<file path="src/rtl/regfile_wb_scheduler.sv">
// Writeback arbiter and busy-register scoreboard for the 32x32 register file.
// Optional operand bypass from the registered write port: define RF_WB_BYPASS_EN.
module regfile_wb_scheduler #(
    parameter int DATA_W = 32,
    parameter int ADDR_W = 5,
    parameter int CNT_W  = 16
) (
    input  logic              clk,
    input  logic              reset,
    input  logic              iss_valid,
    input  logic [ADDR_W-1:0] iss_rs1,
    input  logic [ADDR_W-1:0] iss_rs2,
    input  logic [ADDR_W-1:0] iss_rd,
    output logic              iss_stall,
    input  logic              wb0_valid,
    input  logic [ADDR_W-1:0] wb0_rd,
    input  logic [DATA_W-1:0] wb0_data,
    output logic              wb0_ready,
    input  logic              wb1_valid,
    input  logic [ADDR_W-1:0] wb1_rd,
    input  logic [DATA_W-1:0] wb1_data,
    output logic              wb1_ready,
    output logic              rf_we,
    output logic [ADDR_W-1:0] rf_rd,
    output logic [DATA_W-1:0] rf_wd,
    output logic [CNT_W-1:0]  conf_cnt
`ifdef RF_WB_BYPASS_EN
    ,
    output logic              byp1_hit,
    output logic              byp2_hit,
    output logic [DATA_W-1:0] byp_data
`endif
);

    localparam int NREG = 2 ** ADDR_W;

    logic [NREG-1:0]   busy;
    logic [NREG-1:0]   busy_nxt;
    logic              pref1;
    logic              grant0;
    logic              grant1;
    logic              wr_go;
    logic [ADDR_W-1:0] wr_rd;
    logic [DATA_W-1:0] wr_data;
    logic              src1_busy;
    logic              src2_busy;
    logic              dst_busy;

    // pref1 set means wb0 won last, so wb1 wins the next collision
    assign grant0    = wb0_valid && (!wb1_valid || !pref1);
    assign grant1    = wb1_valid && (!wb0_valid || pref1);
    assign wb0_ready = grant0;
    assign wb1_ready = grant1;

    assign wr_rd   = grant0 ? wb0_rd   : wb1_rd;
    assign wr_data = grant0 ? wb0_data : wb1_data;
    assign wr_go   = (grant0 || grant1) && (wr_rd != '0);

`ifdef RF_WB_BYPASS_EN
    assign byp1_hit  = rf_we && (rf_rd != '0) && (rf_rd == iss_rs1);
    assign byp2_hit  = rf_we && (rf_rd != '0) && (rf_rd == iss_rs2);
    assign byp_data  = rf_wd;
    assign src1_busy = busy[iss_rs1] && !byp1_hit;
    assign src2_busy = busy[iss_rs2] && !byp2_hit;
`else
    assign src1_busy = busy[iss_rs1];
    assign src2_busy = busy[iss_rs2];
`endif
    assign dst_busy  = busy[iss_rd];
    assign iss_stall = iss_valid && (src1_busy || src2_busy || dst_busy);

    // Clear first so a same-cycle new producer keeps the register marked
    always_comb begin
        busy_nxt = busy;
        if (rf_we) begin
            busy_nxt[rf_rd] = 1'b0;
        end
        if (iss_valid && !iss_stall && (iss_rd != '0)) begin
            busy_nxt[iss_rd] = 1'b1;
        end
        busy_nxt[0] = 1'b0;
    end

    always_ff @(posedge clk or posedge reset) begin
        if (reset) begin
            busy     <= '0;
            pref1    <= 1'b0;
            rf_we    <= 1'b0;
            rf_rd    <= '0;
            rf_wd    <= '0;
            conf_cnt <= '0;
        end else begin
            busy  <= busy_nxt;
            rf_we <= wr_go;
            if (wr_go) begin
                rf_rd <= wr_rd;
                rf_wd <= wr_data;
            end
            if (grant0) begin
                pref1 <= 1'b1;
            end else if (grant1) begin
                pref1 <= 1'b0;
            end
            if (wb0_valid && wb1_valid && (conf_cnt != {CNT_W{1'b1}})) begin
                conf_cnt <= conf_cnt + CNT_W'(1);
            end
        end
    end

endmodule
</file>
<file path="config.mk">
export PLATFORM = sky130hd
export DESIGN_NAME = regfile_wb_scheduler
export DESIGN_NICKNAME = d
export VERILOG_FILES = /design/src/rtl/regfile_wb_scheduler.sv
export SDC_FILE = /design/constraint.sdc
export NUM_CORES = 1
export LEC_CHECK = 0
export BUFFER_PORTS_ARGS = -buffer_cell sky130_fd_sc_hd__buf_2
export CELL_PAD_IN_SITES_DETAIL_PLACEMENT = 1
export CELL_PAD_IN_SITES_GLOBAL_PLACEMENT = 2
export CORE_ASPECT_RATIO = 1.5
export CORE_MARGIN = 4
export CORE_UTILIZATION = 34
export CTS_CLUSTER_SIZE = 8
export DETAILED_ROUTE_END_ITERATION = 10
export PLACE_DENSITY = 0.95
export SETUP_SLACK_MARGIN = 0.1
export SKIP_CTS_REPAIR_TIMING = 1
export SYNTH_ARGS = -nofsm -noshare
export SYNTH_HDL_FRONTEND = slang
export SYNTH_SLANG_ARGS = --single-unit
</file>
<file path="constraint.sdc">
create_clock -name clk -period 6.4 [get_ports clk]
set_input_delay 0.96 -clock clk [delete_from_list [all_inputs] [get_ports clk]]
set_output_delay 0.96 -clock clk [all_outputs]
set_load 0.02 [all_outputs]
</file>
======== Word level (Yosys, flattened, before mapping) ========
Index checks and enable logic that the tools add are counted.
word-level totals
  register bits after elaboration ......... 86
  bits of input ports ..................... 94
  output and inout bits ................... 57
  logic and storage cells ................. 55
cells by class
  add/sub/neg operators ................... 1
  order comparisons ....................... 6
  equal/unequal tests ..................... 1
  mux-type cells .......................... 16
  bitwise logic cells ..................... 3
  reductions and logical operators ........ 22
operators by type and width
  operator               number
  $mux 32                3
  $and 32x32->32         1
  $not 32->32            1
  $or 32x32->32          1
  $lt 5x6->1 const B     4
  $add 16x1->16 const B  1
  $ne 16x16->1 const B   1
  $bmux 1 s5             3
  $demux 1 s5            2
  $ge 5x1->1 const B     2
  $logic_and 1x1->1      10
  $reduce_bool 5->1      2
  $mux 1                 7
  $logic_or 1x1->1       5
  $mux 5                 1
  $logic_not 1->1        4
  $reduce_bool 2->1      1

======== Logic depth before layout (Yosys ltp) ========
Gate-level depths: netlist of the first run.
  depth after elaboration ................. 9
  depth in mapped cells ................... 10
  depth with buffers taken out ............ 7

======== Least setup slack after synthesis of the first run ========
OpenSTA, ideal clock, no wires.
  path kind ............................... input -> output
  start ................................... input port iss_rd[1]
  end ..................................... output port iss_stall
  data arrival time ....................... 2.888 ns
  data required time ...................... 5.440 ns
  path slack .............................. 2.552 ns
  stages on the path ...................... 10
  buffers on the path ..................... 4
  path through ............................ buf_2 buf_2 mux2i_1 o22ai_1 nor3_1 nor2_1 or4_1 buf_2 buf_2 o21a_1
between the ends
  longest elaborated chain between the ends .. 4
ends and longest elaborated chain
  item                          line  RTL
  start: declaration            13    input logic [ADDR_W-1:0] iss_rd,
  $bmux 1 s5                    69    assign dst_busy = busy[iss_rd];
  $mux 1 (implied by the code)  69
  $logic_or 1x1->1              70    assign iss_stall = iss_valid && (src1_busy || src2_busy || dst_busy);
  $logic_and 1x1->1             70
  end: declaration              14    output logic iss_stall,
No other way between the ends. The select of a mux whose other input is x is not followed.

======== Worst setup path in the final report of the first run ========
  start ................................... input port iss_rs1[1]
  end ..................................... output port iss_stall
between the ends
  longest elaborated chain between the ends .. 5
ends and longest elaborated chain
  item                           line  RTL
  start: declaration             11    input logic [ADDR_W-1:0] iss_rs1,
  $bmux 1 s5                     66    assign src1_busy = busy[iss_rs1];
  $mux 1 (implied by the code)   66
  $logic_or 1x1->1 (2 in a row)  70
  $logic_and 1x1->1              70
No other way between the ends. The select of a mux whose other input is x is not followed.

==> results of run 1 <==
stage by stage:
stage	power (uW)	instances	worst slack, ns
after floorplan	1290	480	2.55
after global placement	1520	790	2.30
after detailed placement	1560	790	2.24
after CTS	2160	805	2.21
after global routing	2270	805	1.99
final	2150	805	2.21
cell usage after synthesis (3+ instances only):
cell and n:
nand2_1 18, buf_6 3, a22oi_1 5, nor2b_1 9
dfrtp_1 86, nor2_1 45, inv_1 9, o22ai_1 5
xnor2_1 13, nand4_1 5, buf_2 12, mux2i_1 65
nand3_1 13, nor3_1 7, clkbuf_1 14, nand3b_1 9
buf_1 6, a21oi_1 40, o41ai_2 7, or3b_2 6
o21ai_0 36, o41ai_1 24, mux2_2 3, mux4_2 6
where the power goes:
group / leakage, uW / total, uW / switching (uW) / internal, uW
sequential: 0.00103 / 898 / 207 / 691
combinational: 0.00155 / 656 / 369 / 288
clock: 0.000166 / 592 / 203 / 389
total: 0.00275 / 2150 / 779 / 1370
routing by layer:
layer	wire, um	vias up	global-route usage
met2	8400	168	0.344
met3	891	40	0.0426
met5	0	-	0
li1	-	2055	-
met1	5930	2225	0.218
met4	641	0	0.105
worst paths after layout:
| check | to | cells past startpoint |
|---|---|---|
| setup reg to reg | busy[31] | 6 |
| hold / removal | conf_cnt[12] | 1 |
| min in group asynchronous | pref1 | 2 |
| max in group asynchronous | busy[13] | 3 |
| setup / recovery | iss_stall | 8 |
| hold reg to reg | conf_cnt[12] | 1 |
logic make-up (layout without fill, tap and decap cells):
kind of cell / after synthesis / after routing
XOR/XNOR: 15 / 15
adder cells (fa/ha/maj): 1 / 1
AND/OR/NAND/NOR: 124 / 124
AO/OA/AOI/OAI: 133 / 133
flip-flops: 86 / 86
buffers and inverters: 46 / 179
multiplexers: 75 / 75
final cells by class:
class | instances | area share
Multi-Input combinational cell | 348 | 0.418
Sequential cell | 86 | 0.352
Timing Repair Buffer | 155 | 0.129
Clock buffer | 11 | 0.0398
Tap cell | 192 | 0.0393
Clock inverter | 4 | 0.0156
Inverter | 9 | 0.00574
sequential cells by signal, indices dropped and copies added, names as in the netlist:
| register | cells |
|---|---|
| rf_wd | 32 |
| pref1 | 1 |
| conf_cnt | 16 |
| rf_we | 1 |
| busy | 31 |
| rf_rd | 5 |
==> metrics.md, run 1 <==
| Metric | Value |
|---|---|
| Worst setup EP type | output port |
| Ys flop type | dfrtp_1 |
| CTS Buf Count | 9 |
| # setup viols final | 0 |
| Placer Congestion | 0.931 |
| Crit path top cell by count | buf_2 |
| Setup TNS | 0 ns |
| DIE AREA | 16400 um2 |
| Synth Net Count | 575 |
| DRC viols | 0 |
| Synth unique cells | 49 |
| Biggest area consumer among synthesized cells | dfrtp_1 |
| CTS sink cnt | 86 |
| Final Critical Period | 4.19 ns |
| Buf/Inv on CP | 3 |
| Fin area | between 6000 and 7000 um2 |
| Most frequent cells in the layout | 150 x buf_2, 86 x dfrtp_1, 65 x mux2i_1, 45 x nor2_1, 39 x a21oi_1 |
| Die W | approximately 110 um |
| Slew @ Worst Pin | 0.768 ns |
| WS Path Type | input pin to output port |
| Global-route wire length before repair | 25500 um |
| Via count | 4488 |
| Fin nets | 704 |
| Fin. max-slew vios | 0 |
| Mux contribution to synthesized area | 0.170 |
| CP startpoint kind | input pin |
| Crit-path max FO | 32 |
| Vias in the first global route | 4913 |
| Initial Util | 0.347 |
| Fmax | 0.239 GHz |
| Diodes inserted | 0 |
| Worst EP required | 5.44 ns |
| Initial antenna violation count | 0 |
| Tcrit/Tclk final | 0.654 |
| Status | completed |
| Maximum vdd drop | between 0.15 and 0.2 mV |
| FP Rows | 53 |
| CTS tree | done |
| Post-synthesis simple-gate area fraction | 0.130 |
| Largest family of logic cells by synthesized area | compound AO/OA/AOI/OAI gates |
| Routed vias/inst | 5.58 |
| WHS | 0.489 ns |
| Post-synth top area share | 0.441 |
| Worst Skew | around 0.0096 ns |
| Slew HR | 0.488 |
| Commonest non-fill, non-tap cell in the layout | buf_2 |
| PwrDens | between 300 and 400 nW/um2 |
| Delay-heaviest family, CP | buffers and inverters |
| Worst r2r src | busy[26] |
| Unrepaired setup endpoints after global routing | false |
| Crit. Startpoint | iss_rs1[1] |
| Final wirelength | 15900 um |
| Leakage | 0.00275 uW |
| DR iter-0 viols | 176 |
| Critical Path Max Stage Delay | between 0.5 and 0.6 ns |
| H-tree Lvls | 3 |
| Gr usage total | 0.195 |
| Yosys warning count | 0 |
| Post-Synth XOR/XNOR Area | 0.0269 |
| Multi-input gate area | around 2600 um2 |
| WL/cell | slightly below 20 um |
| Hpwl dp | 12200 um |
| Cell count after synthesis | 480 |
| DP Area | just under 6000 um2 |
| Hold Crit Start | conf_cnt[12] |
| Syn Std Cell Area | 4880 um2 |
| Top Ports | 151 |
| Adder-Cell Fraction of Synth Area | 0.00256 |
| Area of the core | 14100 um2 |
| Largest cells by area after synthesis | dfrtp_1 44%, mux2i_1 13%, o41ai_1 4.3%, a21oi_1 4.1%, o21ai_0 3.7% |
| Final hold violations | 0 |
| Fin util | 0.434 |
| Max cap viols | 0 |
| #FFs+latches synth | 86 |
| EDFF count, synth | 0 |
| CP arrival | 3.23 ns |
| Clock-pin slew on the worst setup and hold paths | around 0.060 ns |
| Slowest-stage cell, CP | or4_1 |
| HP Class | register to register |
| CTS Root Buffer Type | clkbuf_16 |
| CP Cell Sequence | buf_2 > mux2_1 > o311ai_0 > o21ai_0 > or4_1 > buf_4 > o21a_1 > buf_2 |
| Die height | 155 um |
| Syn_area_per_cell | 10.2 um2 |
| Register area | 2150 um2 |
| Buffers on Ports | 150 |
| Compound-cell area share of the yosys netlist | 0.185 |
| Share of post-route cells with drive strength above 1 | 0.320 |
| Pin count of the biggest net entering global routing | 72 |
| Fill cells | ~1.7k |
| Global route total overflow | 0 |
| P&R area growth vs syn | 25.1% |
| Flop2flop setup slack | 3.70 ns |
| Clock Latency Late Sink | 0.33 ns |
| Routed Antenna Nets | 0 |
| Asr flop ratio synth | 1.00 |
| Post-synthesis sequential area ratio | 0.441 |
| Worst-case clock buffer depth | 2 |
| Drt first pass iters | 4 |
No activity file was read; power rests on OpenSTA's default activity.
==> run 2: changes to the inputs <==
CORE_UTILIZATION = 31   (was 34)
PLACE_DENSITY = 0.91   (was 0.95)
clock period = 4.35 ns   (was 6.4 ns; I/O delays follow)
==> run 2 against run 1 <==
  * Largest cell class unchanged
  * Flip-flop and latch count unchanged
  * Routed wire length decreased by 1.2%
  * Critical path type unchanged
  * Largest power group unchanged
  * Clock power increased by 24%
  * Critical endpoint unchanged
  * Total power increased by 39%
  * First-iteration DRC count increased by 32%
  * Combinational power increased by 47%
  * Clock-buffer cell count decreased by 1
==> metrics.md, run 2 (synthesized netlist as in run 1, its figures left out) <==
| Metric | Value |
|---|---|
| Met3 usage | 0.0399 |
| Via count | 4515 |
| Area of the core | 15300 um2 |
| Worst-case clock buffer depth | 2 |
| WL/cell | 19.3 um |
| Crit-path max FO | 14 |
| Top Ports | 151 |
| CP startpoint kind | input pin |
| DR iter-0 viols | between 200 and 250 |
| DRC viols | 0 |
| Global route total overflow | 0 |
| PwrDens | between 400 and 500 nW/um2 |
| Global-route wire length before repair | 25200 um |
| Placer Congestion | 0.881 |
| Status | completed |
| Hpwl dp | 12100 um |
| Fin nets | approximately 700 |
| CTS tree | done |
| Maximum vdd drop | 0.236 mV |
| Setup TNS | 0 ns |
| Initial antenna violation count | 0 |
| Max cap viols | 0 |
| Tot Pwr | 2990 uW |
| Slew HR | 0.486 |
| Met2 usage | 0.312 |
| Flop2flop setup slack | 1.71 ns |
| P&R area growth vs syn | 24.1% |
| Buffers on Ports | 150 |
| Leakage | 0.00273 uW |
| Die height | 162 um |
| Worst setup EP type | output port |
| CTS sink cnt | 86 |
| Register area | 2150 um2 |
| Largest regs | rf_wd x32, busy x31, conf_cnt x16 |
| Routed vias/inst | 5.55 |
| Worst Skew | 0.00723 ns |
| Most Crowded Layer GR | met2 |
| GR Layer Usage met1 | 0.195 |
| Final Critical Period | about 3.4 ns |
| FP Rows | 55 |
| Gr usage total | 0.173 |
| DIE AREA | 17900 um2 |
| Max reg flops | 32 |
| Worst EP required | ~3.7 ns |
| Fmax | 0.293 GHz |
| Unrepaired setup endpoints after global routing | false |
| Slew @ Worst Pin | 0.770 ns |
| Drt first pass iters | 4 |
| Clock-pin slew on the worst setup and hold paths | around 0.07 ns |
| CP arrival | 2.76 ns |
| Die W | 110 um |
| Clock Latency Late Sink | between 0.3 and 0.4 ns |
| Share of post-route cells with drive strength above 1 | 0.322 |
| Commonest non-fill, non-tap cell in the layout | buf_2 |
| Pin count of the biggest net entering global routing | 76 |
| Fin. max-slew vios | 0 |
| WS Path Type | input pin to output port |
| CTS Root Buffer Type | clkbuf_16 |
| Vias in the first global route | 4843 |
| # setup viols final | 0 |
| Multi-input gate area | 2550 um2 |
| WHS | roughly 0.43 ns |
| Initial Util | 0.320 |
| Tcrit/Tclk final | 0.783 |
| Fill cells | approximately 1.8k |
| Final hold violations | 0 |
| CTS Buf Count | 9 |
| HP Class | input pin to async pin |
| Largest register by flop count | rf_wd |
| Diodes inserted | 0 |
| Routed Antenna Nets | 0 |
| Final wirelength | 15700 um |
| H-tree Lvls | 3 |
| Most frequent cells in the layout | 150 x buf_2, 86 x dfrtp_1, 65 x mux2i_1, 45 x nor2_1, 39 x a21oi_1 |
==> run 2: changes by cell type in the layout (fill, tap and decap cells not counted), sizes merged <==
cell | before | now
bufinv | 3 | 0
clkbuf | 11 | 10
clkinv | 2 | 5
inv | 8 | 10
==> run 2: routing by layer <==
| layer | wire (um) | share of wire |
|---|---|---|
| met4 | 501 | 0.032 |
| met1 | 5910 | 0.38 |
| met2 | 8230 | 0.52 |
| met5 | 0 | 0 |
| met3 | 1040 | 0.066 |
==> run 2: final timing paths <==
| check | start | to | depth (start not counted) |
|---|---|---|---|
| setup / recovery | iss_rs1[1] | iss_stall | 7 |
| hold / removal | reset | busy[6] | 2 |
| setup reg to reg | busy[26] | busy[12] | 6 |
| hold reg to reg | conf_cnt[12] | conf_cnt[12] | 1 |
| max in group asynchronous | reset | rf_wd[3] | 3 |
| min in group clk | conf_cnt[12] | conf_cnt[12] | 1 |
==> run 2: report_power, final <==
group	internal, uW	leakage [uW]	switching (uW)
Combinational	423	0.00155	539
Clock	407	0.000143	328
Sequential	1020	0.00103	274
Total	1850	0.00273	1140
==> run 2: per-stage QoR <==
stage	util	std cells	setup slack [ns]	instance area, um2
after floorplan	-	480	1.12	4880
after global placement	0.378	797	0.998	5780
after detailed placement	0.378	797	1.00	5780
after CTS	0.397	813	1.00	6060
after global routing	0.397	813	0.891	6060
final	0.397	813	0.942	6060
==> run 2: cell type report <==
cell class	count	share of cell area
clock buffers	10	0.0394
clock inverters	6	0.00743
inverters	9	0.00578
multi-input cells	348	0.421
flip-flops and latches	86	0.355
well taps	199	0.0411
repair buffers	155	0.130
==> run 2: critical path, stage by stage <==
cell      delay (ns)
buf_2           0.31
mux2_1          0.35
o311ai_0        0.31
o21ai_0         0.15
or4_1           0.62
o21a_1          0.21
buf_2           0.15
==> run 3: changes to the inputs <==
ABC_AREA = 1   (was unset)
CORE_UTILIZATION = 28   (was 31)
PLACE_DENSITY = 0.92   (was 0.91)
clock period = 3.5 ns   (was 4.35 ns; I/O delays follow)
==> run 3 against run 2 <==
  * Largest power group unchanged
  * Area after synthesis grew 7.7%
  * Clock-buffer cell count is 1 lower
  * Critical endpoint unchanged
  * First-iteration DRC count is 3.9% lower
  * Synthesized cell count up 65%
  * Highest routed layer unchanged
  * Non-clock buffer count is 3 higher
  * Flip-flop and latch count is the same
  * Utilization fell by 4.4 points
  * Routed wire length grew 19%
  * Cell area up 7.6%
  * Sequential power is 16% higher
==> metrics.md, run 3 <==
| Metric | Value |
|---|---|
| Status | completed |
| Final hold violations | 0 |
| Buf/Inv on CP | 3 |
| Fin util | 0.353 |
| CP startpoint kind | input pin |
| Tcrit/Tclk final | 0.802 |
| P&R area growth vs syn | 24.1% |
| Setup TNS | 0 ns |
| Post-synthesis sequential area ratio | 0.409 |
| Diodes inserted | 0 |
| Slowest-stage cell, CP | inv_1 |
| Leakage | 0.00364 uW |
| DIE AREA | 21100 um2 |
| PwrDens | about 580 nW/um2 |
| Unrepaired setup endpoints after global routing | false |
| Delay-heaviest family, CP | buffers and inverters |
| Met2 WL | ~9600 um |
| CTS Buf Count | 9 |
| Worst-case clock buffer depth | 2 |
| Global route total overflow | 0 |
| Synth unique cells | 29 |
| Syn Std Cell Area | 5260 um2 |
| CP arrival | 2.28 ns |
| Drt first pass iters | 4 |
| Routed vias/inst | 4.78 |
| Die height | 176 um |
| Slew HR | 0.361 |
| Top Metal Used | met4 |
| Maximum vdd drop | approximately 0.24 mV |
| Max cap viols | 0 |
| Placer Congestion | 0.859 |
| WS Path Type | input pin to output port |
| Met3 WL post-DR | approximately 1200 um |
| Largest cells by area after synthesis | dfrtp_1 41%, nand2_1 25%, nand3_1 7.0%, inv_1 5.2%, nand4_1 4.3% |
| Initial antenna violation count | 0 |
| Fin. max-slew vios | 0 |
| Worst Skew | about 0.0098 ns |
| Syn_area_per_cell | 6.62 um2 |
| Ys flop type | dfrtp_1 |
| H-tree Lvls | 3 |
| Clock-pin slew on the worst setup and hold paths | 0.07 ns |
| Worst setup EP type | output port |
| Fin nets | 1024 |
| Yosys warning count | 0 |
| Hpwl dp | ~14000 um |
| M1 WL | roughly 7600 um |
| DRC viols | 0 |
| CP Cell Sequence | buf_2 > inv_1 > nand2_1 > nand3_1 > nand3_1 > nand3_1 > nand2_1 > nand2_1 > nand2_1 > nor2_2 > a21boi_0 > buf_2 |
| Most common cell in the netlist | nand2_1 |
| Cell count after synthesis | 794 |
| WL/cell | 15.7 um |
| Die W | 120 um |
| Final Critical Period | 2.81 ns |
| Fmax | roughly 0.36 GHz |
| Vias in the first global route | 5945 |
| Final wirelength | between 15000 and 20000 um |
| Pin count of the biggest net entering global routing | slightly below 90 |
| #FFs+latches synth | 86 |
| Crit path top cell by count | nand2_1 |
| Crit-path max FO | 18 |
| EDFF count, synth | 0 |
| CTS Root Buffer Type | clkbuf_16 |
| Slew @ Worst Pin | 0.957 ns |
| Area of the core | approximately 18000 um2 |
| Initial Util | 0.285 |
| Asr flop ratio synth | 1.00 |
| FP Rows | a little over 60 |
| Share of post-route cells with drive strength above 1 | 0.192 |
| Synth Net Count | 889 |
| Gr usage total | 0.179 |
| Routed Antenna Nets | 0 |
| CTS tree | done |
| Most frequent cells in the layout | 348 x nand2_1, 150 x buf_2, 86 x dfrtp_1, 74 x nand3_1, 72 x inv_1 |
| Commonest non-fill, non-tap cell in the layout | nand2_1 |
| Worst EP required | 2.97 ns |
| Buffers on Ports | 150 |
| # setup viols final | 0 |
| Max reg flops | 32 |
| Largest register by flop count | rf_wd |
| DR iter-0 viols | ~220 |
| Commonest cells in the netlist | 348 x nand2_1, 86 x dfrtp_1, 74 x nand3_1 |
| Global-route wire length before repair | 30500 um |
| Critical Path Max Stage Delay | 0.31 ns |
| HP Class | input pin to async pin |
| Largest regs | rf_wd x32, busy x31, conf_cnt x16 |
| Top Ports | 151 |
| Clock Latency Late Sink | around 0.33 ns |
| Biggest area consumer among synthesized cells | dfrtp_1 |
| Post-synth top area share | 0.409 |
| Via count | 5662 |
| CTS sink cnt | 86 |
-- run 3: cell types whose count changed after synthesis, moves of 7 or more --
cell      before  now
o41ai_1       24    0
nand3b_1       9    0
nand4_1        5   36
a21oi_1       40    6
nand2_1       18  348
inv_1          9   73
mux2i_1       65    1
clkbuf_1      14    2
buf_2         12   20
nand3_1       13   74
nor2b_1        9    0
o41ai_2        7    0
-- run 3: final cells by class --
type / instances / area (um2)
clock buffer: 9 / 225
fill: 2470 / 11900
clock inverter: 5 / 83.8
timing repair buffer: 158 / 823
tap: 252 / 315
sequential: 86 / 2150
multi-input combinational: 597 / 2630
inverter: 77 / 290
-- run 3: power by group --
group,total [uW],internal [uW],switching (uW)
Sequential,1490,1270,222
Combinational,1290,416,875
Clock,1020,620,396
Total,3800,2300,1490
-- run 3: layer usage --
layer	vias up	GRT usage
met4	0	0.0392
met3	16	0.0512
met5	-	0
met1	2718	0.206
met2	146	0.327
li1	2782	-
-- run 3: through the flow --
stage / power (uW) / hold slack (ns) / setup slack (ns) / cell area [um2] / std cells
global placement: 2770 / 0.457 / 0.703 / 6210 / 1170
finish: 3800 / 0.258 / 0.693 / 6520 / 1184
floorplan: 2330 / 0.471 / 0.753 / 5260 / 794
global route: 4110 / 0.306 / 0.556 / 6520 / 1184
detailed placement: 2800 / 0.463 / 0.691 / 6210 / 1170
CTS: 3850 / 0.297 / 0.680 / 6520 / 1184
-- run 3: final timing paths --
path | start | endpoint | slack [ns] | cells after the start
worst max register to register | pref1 | rf_rd[3] | 1.31 | 11
worst min register to register | rf_wd[22] | rf_wd[22] | 0.48 | 2
worst min-delay path | reset | rf_wd[11] | 0.26 | 3
worst max-delay path | iss_rs1[0] | iss_stall | 0.69 | 12
max in group asynchronous | reset | busy[24] | 2.82 | 3
min in group clk | wb1_valid | pref1 | 0.45 | 2
-- run 3: cells by family (layout without fill, tap and decap cells) --
logic type / count (synthesis) / count (layout) / share of synthesized area
AOI/OAI and AO/OA: 59 / 59 / 0.0619
xor gates and xnor gates: 14 / 14 / 0.0233
adders and majority gates: 1 / 1 / 0.00238
buffers and inverters: 111 / 249 / 0.0897
DFF: 86 / 86 / 0.409
muxes: 1 / 1 / 0.00190
and+or+nand+nor: 522 / 522 / 0.411
-- run 3: worst register-to-register path, cell delays in order (launching register included) --
cell and delay, ns:
dfrtp_1 0.36, nand2_1 0.06, nand2_1 0.08, buf_4 0.38
nand2_1 0.10, nand2_1 0.12, nor3_1 0.05, nand4_1 0.09
o21ai_2 0.08, inv_2 0.54, nand2_1 0.14, o21ai_1 0.12
